File: src/rtl/tape_pulse_gen.sv
// Tape read-pulse generator: a FIFO of pulse lengths feeding a down-counter
// phase sequencer that drives a registered pwm output.
//
// state | meaning
// IDLE  | no pulse running; pwm holds its last level
// PH1   | first half-period (HALF_MODE=1) or one edge-to-edge phase (HALF_MODE=0)
// PH2   | second half-period, HALF_MODE=1 only
`timescale 1ns/1ps
module tape_pulse_gen #(
  parameter int TW        = 24,
  parameter int DEPTH     = 4,
  parameter bit HALF_MODE = 1'b1,
  parameter bit START_POL = 1'b1
) (
  input  logic                     clk,
  input  logic                     rst_n,
  input  logic [TW-1:0]            time_val,
  input  logic                     load_valid,
  output logic                     load_ready,
  input  logic                     motor_control,
  input  logic                     flush,
  output logic                     pwm,
  output logic                     underrun,
  output logic [$clog2(DEPTH):0]   level,
  output logic                     busy
);

  localparam int AW = $clog2(DEPTH);
  localparam int LW = AW + 1;

  typedef enum logic [1:0] {IDLE, PH1, PH2} state_t;

  state_t          state, state_nxt;
  logic [TW-1:0]   mem [DEPTH];
  logic [AW-1:0]   wr_ptr, rd_ptr;
  logic [TW-1:0]   head, eff_len, half_len, rest_len;
  logic [TW-1:0]   cnt, cnt_nxt, cur_len, cur_nxt;
  logic            arm, arm_nxt, pwm_nxt, und_nxt;
  logic            wr_en, pop, empty, last;

  assign empty      = (level == '0);
  assign load_ready = (level != LW'(DEPTH));
  assign wr_en      = load_valid && load_ready && !flush;
  assign busy       = (state != IDLE);
  assign head       = mem[rd_ptr];
  assign last       = (cnt <= TW'(1));

  always_comb begin
    eff_len = head;
    if (HALF_MODE) begin
      if (head < TW'(2)) eff_len = TW'(2);
    end else begin
      if (head == '0) eff_len = TW'(1);
    end
  end

  assign half_len = eff_len >> 1;
  assign rest_len = cur_len - (cur_len >> 1);

  always_ff @(posedge clk) begin
    if (wr_en) mem[wr_ptr] <= time_val;
  end

  always_ff @(posedge clk or negedge rst_n) begin
    if (!rst_n) begin
      wr_ptr <= '0;
      rd_ptr <= '0;
      level  <= '0;
    end else if (flush) begin
      wr_ptr <= '0;
      rd_ptr <= '0;
      level  <= '0;
    end else begin
      if (wr_en) wr_ptr <= wr_ptr + AW'(1);
      if (pop)   rd_ptr <= rd_ptr + AW'(1);
      unique case ({wr_en, pop})
        2'b10:   level <= level + LW'(1);
        2'b01:   level <= level - LW'(1);
        default: level <= level;
      endcase
    end
  end

  // An entry popped from IDLE is staged in cur_len (arm) for one cycle, so
  // PH1 begins on the edge after the pop.
  always_comb begin
    state_nxt = state;
    cnt_nxt   = cnt;
    cur_nxt   = cur_len;
    arm_nxt   = arm;
    pwm_nxt   = pwm;
    und_nxt   = underrun;
    pop       = 1'b0;
    if (flush) begin
      state_nxt = IDLE;
      cnt_nxt   = '0;
      arm_nxt   = 1'b0;
      pwm_nxt   = START_POL;
      und_nxt   = 1'b0;
    end else if (!motor_control) begin
      unique case (state)
        IDLE: begin
          if (arm) begin
            state_nxt = PH1;
            arm_nxt   = 1'b0;
            cnt_nxt   = HALF_MODE ? (cur_len >> 1) : cur_len;
            pwm_nxt   = HALF_MODE ? ~START_POL : ~pwm;
          end else if (!empty) begin
            pop     = 1'b1;
            cur_nxt = eff_len;
            arm_nxt = 1'b1;
          end
        end
        PH1: begin
          if (!last) begin
            cnt_nxt = cnt - TW'(1);
          end else if (HALF_MODE) begin
            state_nxt = PH2;
            cnt_nxt   = rest_len;
            pwm_nxt   = START_POL;
          end else if (!empty) begin
            pop     = 1'b1;
            cur_nxt = eff_len;
            cnt_nxt = eff_len;
            pwm_nxt = ~pwm;
          end else begin
            state_nxt = IDLE;
            cnt_nxt   = '0;
            und_nxt   = 1'b1;
          end
        end
        PH2: begin
          if (!last) begin
            cnt_nxt = cnt - TW'(1);
          end else if (!empty) begin
            pop       = 1'b1;
            state_nxt = PH1;
            cur_nxt   = eff_len;
            cnt_nxt   = half_len;
            pwm_nxt   = ~START_POL;
          end else begin
            state_nxt = IDLE;
            cnt_nxt   = '0;
            und_nxt   = 1'b1;
          end
        end
        default: state_nxt = IDLE;
      endcase
    end
  end

  always_ff @(posedge clk or negedge rst_n) begin
    if (!rst_n) begin
      state    <= IDLE;
      cnt      <= '0;
      cur_len  <= '0;
      arm      <= 1'b0;
      pwm      <= START_POL;
      underrun <= 1'b0;
    end else begin
      state    <= state_nxt;
      cnt      <= cnt_nxt;
      cur_len  <= cur_nxt;
      arm      <= arm_nxt;
      pwm      <= pwm_nxt;
      underrun <= und_nxt;
    end
  end

endmodule

File: config.mk
export PLATFORM = sky130hd
export DESIGN_NAME = tape_pulse_gen
export DESIGN_NICKNAME = d
export VERILOG_FILES = /design/src/rtl/tape_pulse_gen.sv
export SDC_FILE = /design/constraint.sdc
export NUM_CORES = 1
export LEC_CHECK = 0
export ABC_CLOCK_PERIOD_IN_PS = 4900
export CORE_ASPECT_RATIO = 1.75
export CORE_UTILIZATION = 66
export CTS_BUF_LIST = sky130_fd_sc_hd__clkbuf_4 sky130_fd_sc_hd__clkbuf_8 sky130_fd_sc_hd__clkbuf_16
export DETAILED_ROUTE_END_ITERATION = 7
export GPL_ROUTABILITY_DRIVEN = 0
export GPL_TIMING_DRIVEN = 1
export PLACE_DENSITY = 0.9
export SLEW_MARGIN = 40
export SYNTH_ARGS = -nofsm -noshare
export SYNTH_HDL_FRONTEND = slang
export SYNTH_SLANG_ARGS = --single-unit
File: constraint.sdc
create_clock -name clk -period 4.9 [get_ports clk]
set_clock_uncertainty 0.05 [all_clocks]
set_input_delay 0.735 -clock clk [delete_from_list [all_inputs] [get_ports clk]]
set_output_delay 0.735 -clock clk [all_outputs]
set_load 0.1 [all_outputs]
### Word-level counts from Yosys, hierarchy flattened

Memories as Yosys holds them, arrays and structs flattened.
Index checks and enable logic that the tools add are counted.

* bitwise operators: 2
* $add $sub $neg: 6
* muxes and demuxes: 48
* $lt $le $gt $ge: 2
* reduce and logical (&&, ||, !) cells: 21
* eq/ne operators: 12

Operator list (count)
* $mux 24: 9
* $pmux 24 s3: 1
* $pmux 24 s2: 1
* $le 24x1->1 const B: 1
* $lt 24x2->1 const B: 1
* $sub 24x1->24 const B: 1
* $sub 24x23->24: 1
* $mux 23: 1
* $mux 1: 22
* $mux 2: 9
* $reduce_bool 2->1: 8
* $ne 3x3->1 const B: 5
* $reduce_and 4->1: 2
* $pmux 2 s3: 1
* $pmux 3 s2: 1
* $reduce_and 6->1: 1
* $reduce_and 5->1: 1
* $add 2x1->2 const B: 2
* $eq 2x1->1 const B: 2
* $eq 2x2->1 const B: 2
* $ne 2x2->1 const B: 2
* $reduce_bool 4->1: 1
* $add 3x1->3 const B: 1
* $logic_not 3->1: 1
* 12 further kinds: 14

* flip-flop bits (word level): 60
* logic and storage cells: 101
* memories kept: 1
* input port bits: 29
* RAM bits: 96
* output and inout bits: 7

Memory list
* mem: depth 4, width 24, rd ports 1, clocked after Yosys merged registers in 0, write ports 1, line 34 `logic [TW-1:0] mem [DEPTH];`

### Logic depth before layout (Yosys ltp)

* depth after elaboration: 9
* mapped depth: 13
* depth with buffers taken out: 12

### Worst setup path after synthesis

Ideal clock, no wire load.

* path kind: register to register
* start: reg level[0]
* end: mem mem[0][0] (enable)
* clock period less this slack: 3.409 ns
* path buffers: 0
* arrival time: 2.976 ns
* stages on the path, launching flop included: 6
* setup time: 0.383 ns
* slack: 1.491 ns
* data required time: 4.467 ns
* cell sequence: dfrtp_1 nor2_1 nand2_1 nand2_1 nor2_1 and2_1

* cells in the longest elaborated chain, start to end: 5

RTL lines
* start: declaration: line 24 `output logic [$clog2(DEPTH):0] level,`
* start signal: assignment: line 77 `2'b10: level <= level + LW'(1);`
* start signal: assignment: line 78 `2'b01: level <= level - LW'(1);`
* start signal: assignment: line 79 `default: level <= level;`
* $ne 3x3->1: line 42 `assign load_ready = (level != LW'(DEPTH));`
* named net load_ready: line 19 `output logic load_ready,`
* $logic_and 1x1->1 (2 in series): line 43 `assign wr_en = load_valid && load_ready && !flush;`
* $mux 1: line 61 `if (wr_en) mem[wr_ptr] <= time_val;`
* $mux 1 (implied by the code): line 61
* end: declaration: line 34

The timed path passes the listed nets, and every way through them passes these cells.

### Final worst setup path

* start: reg cnt[4]
* end: reg level[2]

* cells in the longest elaborated chain, start to end: 8
* elaborated cells on any way between the ends: 10
* classes of those cells: order compare: 1; eq/ne: 2; mux: 6; reduce/logical: 1

RTL lines
* start: declaration: line 37 `logic [TW-1:0] cnt, cnt_nxt, cur_len, cur_nxt;`
* start signal: assignment: line 162 `cnt <= cnt_nxt;`
* $le 24x1->1 (*): line 46 `assign last = (cnt <= TW'(1));`
* $mux 1 (*): line 133 `if (!last) begin`
* $pmux 1 s2 (*): line 101 `unique case (state)`
* $mux 1 (*): line 100 `end else if (!motor_control) begin`
* $mux 1 (*): line 94 `if (flush) begin`
* $eq 2x1->1 or $eq 2x2->1 (tied branches): line 76 `unique case ({wr_en, pop})`
* $pmux 3 s2: line 76
* $mux 3: line 69 `end else if (flush) begin`

Every way passes the cells marked *; elsewhere a longest branch is shown, timed or not.
A chain may end at the register's enable or synchronous reset.

==> impl_metrics.json <==
{
  "setup_viol": 0,
  "n_antenna_cell": 0,
  "power.density_nw_per_um2": 730,
  "cp.required_ns": 5.15,
  "finalWirelength_um": 23900,
  "grt_pass1_vias": 6949,
  "p_leak_nw": 3.61,
  "fillers": 717,
  "wire_per_inst_um": 25.3,
  "start_util_pct": 67.7,
  "yosysTopAreaCell": "edfxtp_1",
  "die_area_sq_um": 13200,
  "ys_ff_latch": 156,
  "clkSinkCount": 156,
  "arrival_ns": 4.02,
  "clockRootBuffer": "clkbuf_16",
  "crit_path_end_kind": "flip-flop",
  "period_share_pct": 76.9,
  "critPathLaunchType": "flip-flop",
  "path_clk_slew_ns": 0.07,
  "synth_area_leaders": "edfxtp_1 (34%), dfrtp_1 (18%), mux4_2 (6.4%)",
  "num_vias": 6808,
  "use_met1_pct": 44.3,
  "grt_max_degree": 61,
  "antenna_found_initial": 0,
  "syn_inst": 725,
  "vias_per_cell": 7.20,
  "clockBufferDepth": 2,
  "fmax_ghz": 0.265,
  "cts_tree": "yes",
  "rsz0062_at_grt": "no",
  "drive_gt1_share_pct": 13.6,
  "slew_violations": 0,
  "synth_common_cells": "edfxtp_1 (96), a21oi_1 (59), dfrtp_1 (59), nor2_1 (48), o21ai_0 (40)",
  "seq_area_frac_synth_pct": 52.1,
  "holdBufCountCts": 0,
  "use_met2_pct": 65.4,
  "hp-class": "in2async",
  "grtUsageTotal_pct": 39.4,
  "hold_viol": 0,
  "fp.dieW_um": 87.4,
  "maxCapViolations": 0,
  "synthesis.nets": 790,
  "first_pass_iters": 8,
  "grt_pass1_wl_um": 37400,
  "synth.avg_cell_area_sq_um": 11.6,
  "cts_resized": 0,
  "overflow": 0,
  "grt_use_met3_pct": 10.7,
  "clkLatencyLatePin_ns": 0.43,
  "ys_types": 68,
  "ir_drop_v": 0.000630,
  "setup_tns_ns": 0,
  "htreeDepth": 4,
  "placeableCoreArea_sq_um": 12400,
  "worstMarginPinSlew_ns": 0.881,
  "final_cell_area_sq_um": 9560,
  "synth_edf_count": 96,
  "ant_nets": 0,
  "drt_iter0_drc": 990,
  "critPathMaxFanout": 7,
  "relSlewSlack_pct": 40.8,
  "fin_crit_ns": 3.77,
  "async_reset_ff_share_pct": 38.5,
  "layout.cells.non_filler": 946,
  "die_y_um": 151,
  "gr-max-usage-layer": "met2",
  "dpl.hpwl_um": 15200,
  "synth-main-ff-cell": "edfxtp_1",
  "drc": 0,
  "synth_warnings": 0,
  "critical_path_class": "reg2reg",
  "synth_area_sq_um": 8420,
  "finalNetCount": 830,
  "boundaryPins": 36,
  "row_count": 54,
  "synth.top_cell.area_share_pct": 34.2,
  "place_inst": 914,
  "port_buffers": 35,
  "status": "finished, final reports clean",
  "syn_to_final_growth_pct": 13.6,
  "cts_setup_buffers": 0,
  "cts_made_buffers": 17,
  "synth.most_common_cell": "edfxtp_1",
  "place_area_sq_um": 8940
}
[cells in the final DEF (no fill, tap or decap), types with 6 or more instances in the layout]
master,count
nor2b_1,6
nand3_1,18
clkdlybuf4s50_1,27
dfrtp_1,57
a211oi_1,8
nand4_1,7
buf_4,16
buf_2,8
edfxtp_1,96
inv_1,39
a21oi_1,59
a21o_1,7
nor4_1,16
xnor2_1,22
o21ai_0,40
nand2b_1,7
o22ai_1,9
nand2_1,37
a221oi_1,6
o21bai_1,7
xor2_1,14
nor3_1,31
mux4_2,24
mux2_1,16
ha_1,34
clkbuf_16,17
mux2_2,7
nor2_1,48
[critical path, cell delays in order (launching register included)]
cell and delay (ns):
dfrtp_1 0.47, nor4_1 0.76, o2111ai_1 0.49, nor4_1 0.38
o21a_1 0.31, nand2_1 0.12, nor2_1 0.17, fa_1 0.24
nor3b_1 0.26, o21bai_1 0.18, xnor2_1 0.14, nor2_1 0.06
[per-stage QoR]
step	total power [mW]	hold slack (ns)	util, %	worst slack [ns]
after detailed placement	5.33	0.444	71.9	1.53
after global placement	5.20	0.420	72.2	1.75
after CTS	6.76	0.449	76.7	1.40
after global routing	7.31	0.356	76.9	1.03
after floorplan	4.53	0.389	-	1.49
final	6.98	0.322	76.9	1.13
[metal layers]
layer | wire length [um] | share of wire, % | up-vias
li1 | - | - | 2824
met2 | 12300 | 51 | 601
met3 | 2350 | 9.8 | 174
met1 | 7680 | 32 | 3209
met5 | 0 | 0 | -
met4 | 1640 | 6.8 | 0
[sequential cells by signal, summed over array words and instances, names as in the netlist]
| register | flops |
|---|---|
| arm | 1 |
| mem | 96 |
| pwm | 1 |
| level | 3 |
| wr_ptr | 2 |
| cnt | 24 |
| state | 2 |
| cur_len | 24 |
| rd_ptr | 2 |
| underrun | 1 |
[final timing paths]
| path | to | slack, ns | from | depth (start not counted) |
|---|---|---|---|---|
| max | level[2]$_DFFE_PN0P_ | 1.13 | cnt[4]$_DFFE_PN0P_ | 11 |
| min | cnt[4]$_DFFE_PN0P_ | 0.32 | rst_n | 2 |
| max reg2reg | level[2]$_DFFE_PN0P_ | 1.13 | cnt[4]$_DFFE_PN0P_ | 11 |
| min reg2reg | underrun$_DFFE_PN0P_ | 0.46 | underrun$_DFFE_PN0P_ | 2 |
| max in group asynchronous | rd_ptr[1]$_DFFE_PN0P_ | 4.01 | rst_n | 2 |
| min in group clk | underrun$_DFFE_PN0P_ | 0.46 | underrun$_DFFE_PN0P_ | 2 |
[area by class of cell]
type	instances	area, sq um	share of cell area [%]
Clock inverter	15	171	1.79
Clock buffer	17	425	4.45
Inverter	39	146	1.53
Sequential cell	156	4390	45.9
Tap cell	168	210	2.20
Timing Repair Buffer	52	442	4.62
Multi-Input combinational cell	499	3780	39.5
[cells by family (layout without fill, tap and decap cells)]
kind of cell	after synthesis	in the layout	share of synthesized area, %
compound gates	176	176	13.1
buf+inv	70	123	3.36
xor+xnor	36	36	3.74
fa+ha+maj	36	36	5.53
mux	51	51	9.97
flops	156	156	52.1
simple gates	200	200	12.2
[power by group]
group          total [mW]  switching, mW  internal [mW]
combinational        3.80           2.44           1.35
clock                1.32          0.633          0.687
sequential           1.86          0.244           1.62
Note: power is estimated with default switching activity, not from simulation.
